## src/rtl/microcode_sequencer_if.sv

```systemverilog
// ROM fetch port and datapath issue/status port of the microcode sequencer.
// Latency: none (wires only); ROM_data is expected the cycle after ROM_readEnable.
// Backpressure: datapath applies dp_ready against dp_valid; ROM port has no backpressure.
interface microcode_sequencer_if #(
  parameter int ROM_addressBits = 6,
  parameter int RF_addressBits  = 3
);
  localparam int W = 5 + 2*RF_addressBits;

  logic                       ROM_readEnable;
  logic [ROM_addressBits-1:0] ROM_address;
  logic [W-1:0]               ROM_data;
  logic                       dp_valid;
  logic                       dp_ready;
  logic [3:0]                 dp_opcode;
  logic [RF_addressBits-1:0]  dp_rd;
  logic [RF_addressBits-1:0]  dp_rs;
  logic                       zero_flag;
  logic                       neg_flag;

  // Sequencer side.
  modport master (
    output ROM_readEnable, ROM_address, dp_valid, dp_opcode, dp_rd, dp_rs,
    input  ROM_data, dp_ready, zero_flag, neg_flag
  );

  // ROM / datapath side.
  modport slave (
    input  ROM_readEnable, ROM_address, dp_valid, dp_opcode, dp_rd, dp_rs,
    output ROM_data, dp_ready, zero_flag, neg_flag
  );
endinterface

```

## src/rtl/microcode_sequencer.sv

```systemverilog
// Fetches, decodes and executes microcode words; issues ALU ops and resolves branches.
// Latency: 3 cycles per instruction (FETCH, DECODE, EXECUTE) plus dp_ready stall cycles.
// Backpressure: an ALU op holds EXECUTE with stable dp_* fields until dp_valid & dp_ready.
module microcode_sequencer #(
  parameter int ROM_addressBits = 6,
  parameter int RF_addressBits  = 3
) (
  input  logic                  clk,
  input  logic                  rst_n,
  input  logic                  start,
  microcode_sequencer_if.master bus,
  output logic                  busy,
  output logic                  done,
  output logic                  illegal_op
);
  localparam int W = 5 + 2*RF_addressBits;
  localparam logic [ROM_addressBits-1:0] PC_ONE = 1;

  localparam logic [3:0] OP_NOP  = 4'd0;
  localparam logic [3:0] OP_JMP  = 4'd8;
  localparam logic [3:0] OP_JZ   = 4'd9;
  localparam logic [3:0] OP_JN   = 4'd10;
  localparam logic [3:0] OP_HALT = 4'd11;

  typedef enum logic [2:0] {
    S_IDLE, S_FETCH, S_DECODE, S_EXECUTE, S_HALT
  } state_t;

  state_t                     state, state_nxt;
  logic [ROM_addressBits-1:0] pc, pc_nxt;
  logic [W-1:0]               ir;
  logic                       ir_load;

  logic [3:0]                 ir_opc;
  logic [RF_addressBits-1:0]  ir_rd;
  logic [RF_addressBits-1:0]  ir_rs;
  logic [ROM_addressBits-1:0] ir_target;
  logic [ROM_addressBits-1:0] pc_inc;

  assign ir_opc    = ir[W-1:W-4];
  assign ir_rd     = ir[2*RF_addressBits:RF_addressBits+1];
  assign ir_rs     = ir[RF_addressBits:1];
  assign ir_target = ir[ROM_addressBits-1:0];
  assign pc_inc    = pc + PC_ONE;

  logic                      rd_en;
  logic                      dp_vld;
  logic [3:0]                dp_opc;
  logic [RF_addressBits-1:0] dp_rd_q;
  logic [RF_addressBits-1:0] dp_rs_q;

  assign bus.ROM_readEnable = rd_en;
  assign bus.ROM_address    = pc;
  assign bus.dp_valid       = dp_vld;
  assign bus.dp_opcode      = dp_opc;
  assign bus.dp_rd          = dp_rd_q;
  assign bus.dp_rs          = dp_rs_q;

  // State, program counter and instruction register; reset aborts any operation at once.
  always_ff @(posedge clk or negedge rst_n) begin
    if (!rst_n) begin
      state <= S_IDLE;
      pc    <= '0;
      ir    <= '0;
    end else begin
      state <= state_nxt;
      pc    <= pc_nxt;
      if (ir_load) ir <= bus.ROM_data;
    end
  end

  // Next-state, next-pc and all outputs decoded from the current state and instruction.
  always_comb begin
    state_nxt  = state;
    pc_nxt     = pc;
    ir_load    = 1'b0;
    rd_en      = 1'b0;
    dp_vld     = 1'b0;
    dp_opc     = 4'd0;
    dp_rd_q    = '0;
    dp_rs_q    = '0;
    busy       = 1'b0;
    done       = 1'b0;
    illegal_op = 1'b0;
    case (state)
      S_IDLE: begin
        if (start) begin
          pc_nxt    = '0;
          state_nxt = S_FETCH;
        end
      end
      S_FETCH: begin
        busy      = 1'b1;
        rd_en     = 1'b1;
        state_nxt = S_DECODE;
      end
      S_DECODE: begin
        busy      = 1'b1;
        ir_load   = 1'b1;
        state_nxt = S_EXECUTE;
      end
      S_EXECUTE: begin
        busy = 1'b1;
        if (ir_opc >= 4'd1 && ir_opc <= 4'd7) begin
          // ALU op: fields come straight from the IR, so they stay stable while stalled.
          dp_vld  = 1'b1;
          dp_opc  = ir_opc;
          dp_rd_q = ir_rd;
          dp_rs_q = ir_rs;
          if (bus.dp_ready) begin
            pc_nxt    = pc_inc;
            state_nxt = S_FETCH;
          end
        end else begin
          state_nxt = S_FETCH;
          case (ir_opc)
            OP_NOP:  pc_nxt = pc_inc;
            OP_JMP:  pc_nxt = ir_target;
            OP_JZ:   pc_nxt = bus.zero_flag ? ir_target : pc_inc;
            OP_JN:   pc_nxt = bus.neg_flag  ? ir_target : pc_inc;
            OP_HALT: state_nxt = S_HALT;
            default: begin
              // Reserved opcodes behave as NOP but are flagged.
              pc_nxt     = pc_inc;
              illegal_op = 1'b1;
            end
          endcase
        end
      end
      S_HALT: begin
        done = 1'b1;
        if (start) begin
          pc_nxt    = '0;
          state_nxt = S_FETCH;
        end
      end
      default: state_nxt = S_IDLE;
    endcase
  end
endmodule

```

## src/flat_wrapper.sv

```systemverilog
// flat-port wrapper written by rule: the top's interface ports become plain ports
module microcode_sequencer_flat 
#(
  parameter int ROM_addressBits = 6,
  parameter int RF_addressBits  = 3
)
  (clk, rst_n, start, busy, done, illegal_op, bus_ROM_readEnable, bus_ROM_address, bus_dp_valid, bus_dp_opcode, bus_dp_rd, bus_dp_rs, bus_ROM_data, bus_dp_ready, bus_zero_flag, bus_neg_flag);
  microcode_sequencer_if #(.ROM_addressBits(ROM_addressBits), .RF_addressBits(RF_addressBits)) bus_i ();
  input  logic clk;
  input  logic rst_n;
  input  logic start;
  output logic busy;
  output logic done;
  output logic illegal_op;
  output wire logic [$bits(bus_i.ROM_readEnable)-1:0] bus_ROM_readEnable;
  output wire logic [$bits(bus_i.ROM_address)-1:0] bus_ROM_address;
  output wire logic [$bits(bus_i.dp_valid)-1:0] bus_dp_valid;
  output wire logic [$bits(bus_i.dp_opcode)-1:0] bus_dp_opcode;
  output wire logic [$bits(bus_i.dp_rd)-1:0] bus_dp_rd;
  output wire logic [$bits(bus_i.dp_rs)-1:0] bus_dp_rs;
  input wire logic [$bits(bus_i.ROM_data)-1:0] bus_ROM_data;
  input wire logic [$bits(bus_i.dp_ready)-1:0] bus_dp_ready;
  input wire logic [$bits(bus_i.zero_flag)-1:0] bus_zero_flag;
  input wire logic [$bits(bus_i.neg_flag)-1:0] bus_neg_flag;
  assign bus_ROM_readEnable = bus_i.ROM_readEnable;
  assign bus_ROM_address = bus_i.ROM_address;
  assign bus_dp_valid = bus_i.dp_valid;
  assign bus_dp_opcode = bus_i.dp_opcode;
  assign bus_dp_rd = bus_i.dp_rd;
  assign bus_dp_rs = bus_i.dp_rs;
  assign bus_i.ROM_data = bus_ROM_data;
  assign bus_i.dp_ready = bus_dp_ready;
  assign bus_i.zero_flag = bus_zero_flag;
  assign bus_i.neg_flag = bus_neg_flag;
  microcode_sequencer #(.ROM_addressBits(ROM_addressBits), .RF_addressBits(RF_addressBits)) u_core (.clk(clk), .rst_n(rst_n), .start(start), .bus(bus_i), .busy(busy), .done(done), .illegal_op(illegal_op));
endmodule
```

## config.mk

```make
export PLATFORM = sky130hd
export DESIGN_NAME = microcode_sequencer_flat
export DESIGN_NICKNAME = d
export VERILOG_FILES = /design/src/rtl/microcode_sequencer_if.sv /design/src/rtl/microcode_sequencer.sv /design/src/flat_wrapper.sv
export SDC_FILE = /design/constraint.sdc
export NUM_CORES = 1
export LEC_CHECK = 0
export ABC_AREA = 0
export BUFFER_PORTS_ARGS = -buffer_cell sky130_fd_sc_hd__buf_2
export CORE_MARGIN = 2
export CORE_UTILIZATION = 35
export DETAILED_ROUTE_END_ITERATION = 8
export SLEW_MARGIN = 15
export SYNTH_ARGS = -nofsm -noshare
export SYNTH_HDL_FRONTEND = slang
export SYNTH_SLANG_ARGS = --single-unit
```

## constraint.sdc

```tcl
create_clock -name clk -period 2.14 [get_ports clk]
set_input_delay 0.321 -clock clk [delete_from_list [all_inputs] [get_ports clk]]
set_output_delay 0.321 -clock clk [all_outputs]
set_load 0.02 [all_outputs]
```

==> flow_summary.yaml <==
synth:
  synth_compound_gate_area_share_pct: 7.68
  syn-num-nets: 129
  synth_ff_type: "sky130_fd_sc_hd__dfrtp_1"
  yosysMostFrequentCell: "sky130_fd_sc_hd__dfrtp_1"
  synthDominantAreaCellType: "sky130_fd_sc_hd__dfrtp_1"
  synthSimpleGateAreaFrac_pct: 28.4
  post_synth_fa_ha_maj_area_fraction_pct: 1.11
  synth_commonest_cells: "sky130_fd_sc_hd__dfrtp_1, sky130_fd_sc_hd__nand3_1, sky130_fd_sc_hd__mux2_2, sky130_fd_sc_hd__and2_1, sky130_fd_sc_hd__nor2_1"
  largest_family_of_logic_cells_by_synthesized_area: "simple AND/OR/NAND/NOR gates"
  synthArstFlopShare_pct: 100
  synth_top_area_share_pct: 44.5
  synthXorXnorAreaFrac_pct: 2.34
  synth_area_leaders: "sky130_fd_sc_hd__dfrtp_1, sky130_fd_sc_hd__mux2_2, sky130_fd_sc_hd__nand3_1"
  post_synth_instance_area_um2: 1120
  avgSynthCellArea_um2: 10.1
  postSynthRegisterBits: 20
  synth_enable_flop_cells: 0
  ys_types: 33
  synth_mux_area_share_pct: 11.9
  yosysWarningCount: 0
  syn_inst: 111
  seq_area_frac_synth_pct: 44.5
timing:
  setup_repair_after_global_routing_missed_its_margin: "false"
  final_period_minus_worst_setup_slack_ns: 2.00
  final_min_period_over_clock_period_pct: 93.5
  finalHoldViolations: 0
  layout_skew_ns: 0.0133
  number_of_max_slew_violations_in_the_final_report: 0
  max_freq_mhz: 500
  setup_tns_ns: 0
  setup_viol_count_final: 0
placement:
  number_of_port_buffers: 36
  place.detailed.hpwl_um: 1850
  final_replace_weighted_congestion: 0.769
  placed_cells_incl_taps: 188
power:
  switching_share_pct: 43.9
  power.net_switching_mw: 0.835
  power.ir.vdd_worst_mv: 0.490
  static-leakage-power_nw: 0.653
  power_frac_comb_pct: 50.1
  p_per_area_nw_per_um2: 1390
  p_clk_share_pct: 9.1
  p_int_mw: 1.07
  power_frac_seq_pct: 40.9
worst_setup_path:
  critPathSlowestCell: "sky130_fd_sc_hd__dfrtp_1"
  timing.critical_path.fanout_max: 10
  crit_path_max_incr_delay_ns: 0.44
  reg2reg_setup_slack_ns: 0.54
  worstPathCellList: "nand3b_1, nor3_4, and2_1, buf_2"
  critical_path.startpoint_type: "flip-flop"
  worst-endpoint-required_ns: 1.82
  criticalPathCategory: "flip-flop to primary output"
  cp_data_arrival_time_ns: 1.68
  setup.worst_path.end_class: "primary output"
drt:
  detail_route.drc_violations: 0
  drt_iter0_drc: 13
  dr_total_vias: 941
  routedWlPerCell_um: 12.3
  detail-route-antenna-nets: 0
  drt-pass1-iter-count: 4
  vias_per_cell: 4.90
  drt-total-wl_um: 2370
layout:
  areaGrowthSynthToFinish_pct: 21.9
  fin_cells: 192
  drive_above_1_share_pct: 39.2
  antenna_cells_inserted: 0
  nets: 168
clocking:
  cts.path.max_buffers: 2
  tritoncts: "built"
  tritoncts_buffers: 3
  clk_pin_slew_worst_paths_ns: 0.11
  cts_max_level: 1
  worstSkewPairLatency_ns: 0.30
  cts_setup_buffers: 0
  clk_root_buffer_cell: "sky130_fd_sc_hd__clkbuf_4"
  clock_sink_count: 20
global_route:
  global_route.usage.total_pct: 15.1
  grt_first_pass_wirelength_um: 4110
  most_utilized_layer_in_the_global_route_result: "met2"
  global_routing_usage_on_met2_pct: 25.2
  number_of_antenna_violations_at_the_first_check_in_global_routing: 0
  groute.layer.met1.usage_pct: 19.3
  grt_use_met3_pct: 3.84
  gr-total-overflow: 0
  grt_pass1_vias: 924
  grt_start_max_net_pins: 21
min_path:
  type_of_the_tightest_min_delay_check: "input port to flip-flop"
die:
  floorplan.io_pins: 38
  die-width_um: 60.7
  number_of_core_rows: 20
  start_util_pct: 36.8
  die_h_um: 60.7
  design.die.area_um2: 3680
  core_area_um2: 3050
status:
  outcome: "finished clean"
run:
  cap_violations: 0
==> layout make-up <==
class	instances	area, um^2
multi-input combinational	85	588
inverter	2	7.51
tap	44	55.1
clock buffer	3	22.5
fill	339	1680
timing repair buffer	38	198
sequential	20	500
==> timing repair <==
action	in CTS	in global routing
gates resized for setup	1	0
setup endpoints to repair	8	8
hold buffers	1	0
pin swaps	0	1
hold endpoints to repair	20	0
==> path summary, 6_finish.rpt <==
path / startpoint / to / depth (start not counted)
setup / recovery: u_core.state[2]$_DFFE_PN0P_ / bus_dp_rs[2] / 4
hold / removal: bus_ROM_data[0] / u_core.ir[0]$_DFFE_PN0P_ / 2
setup reg to reg: u_core.ir[9]$_DFFE_PN0P_ / u_core.bus.ROM_address[3]$_DFFE_PN0P_ / 5
hold reg to reg: u_core.ir[6]$_DFFE_PN0P_ / u_core.ir[6]$_DFFE_PN0P_ / 1
max in group asynchronous: rst_n / u_core.ir[10]$_DFFE_PN0P_ / 2
min in group asynchronous: rst_n / u_core.state[1]$_DFFE_PN0P_ / 2
==> power groups by stage <==
stage / Clock (mW) / Combinational [mW] / Sequential, mW
after floorplan: 0 / 0.720 / 0.770
after detailed placement: 0 / 0.955 / 0.785
final: 0.173 / 0.953 / 0.777
after global routing: 0.197 / 1.07 / 0.818
after global placement: 0 / 0.940 / 0.769
after CTS: 0.184 / 0.969 / 0.778
==> placed cells by master (no fill, tap or decap), types with 3 or more instances in the layout <==
cell type,synthesis,layout
sky130_fd_sc_hd__nand3_1,13,13
sky130_fd_sc_hd__and2_1,10,10
sky130_fd_sc_hd__nand2_1,6,6
sky130_fd_sc_hd__clkbuf_4,0,3
sky130_fd_sc_hd__nand3b_1,3,3
sky130_fd_sc_hd__o211ai_1,4,4
sky130_fd_sc_hd__nor2b_1,3,3
sky130_fd_sc_hd__nor2_1,10,10
sky130_fd_sc_hd__mux2_2,11,11
sky130_fd_sc_hd__buf_2,1,36
sky130_fd_sc_hd__dfrtp_1,20,20
==> cells by family (layout without fill, tap and decap cells) <==
kind of cell             count (synthesis)  count (layout)
multiplexers                            12              12
AND/OR/NAND/NOR                         56              56
buffers and inverters                    6              43
AO/OA/AOI/OAI                           12              12
other                                    1               1
adder cells (fa/ha/maj)                  1               1
flip-flops                              20              20
XOR/XNOR                                 3               3
==> metrics by stage <==
step                      instance area (um^2)  worst slack (ns)  hold slack, ns  total power, mW  util [%]
after floorplan                           1120             0.406          0.0254             1.49         -
after global placement                    1330             0.387           0.305             1.71      43.6
after detailed placement                  1330             0.282           0.299             1.74      43.6
after CTS                                 1370            0.0468           0.236             1.93      44.9
after global routing                      1370           0.00469           0.229             2.08      44.9
final                                     1370             0.140           0.245             1.90      44.9
==> per-layer routing <==
metal	vias up	share of wire (%)
met4	0	1.3
met5	-	0
met1	461	45
met3	2	3.8
met2	19	50
li1	459	-
==> critical path, delay by kind of cell, from the launching register on <==
family        cells  cell delay [ns]
buf+inv           1             0.16
flops             1             0.44
simple gates      3             0.77
==> flip-flops by register name (all words and copies together) (netlist names) <==
signal                  count
u_core.bus.ROM_address      6
u_core.state                3
u_core.ir                  11
(Power assumes the default switching activity.)
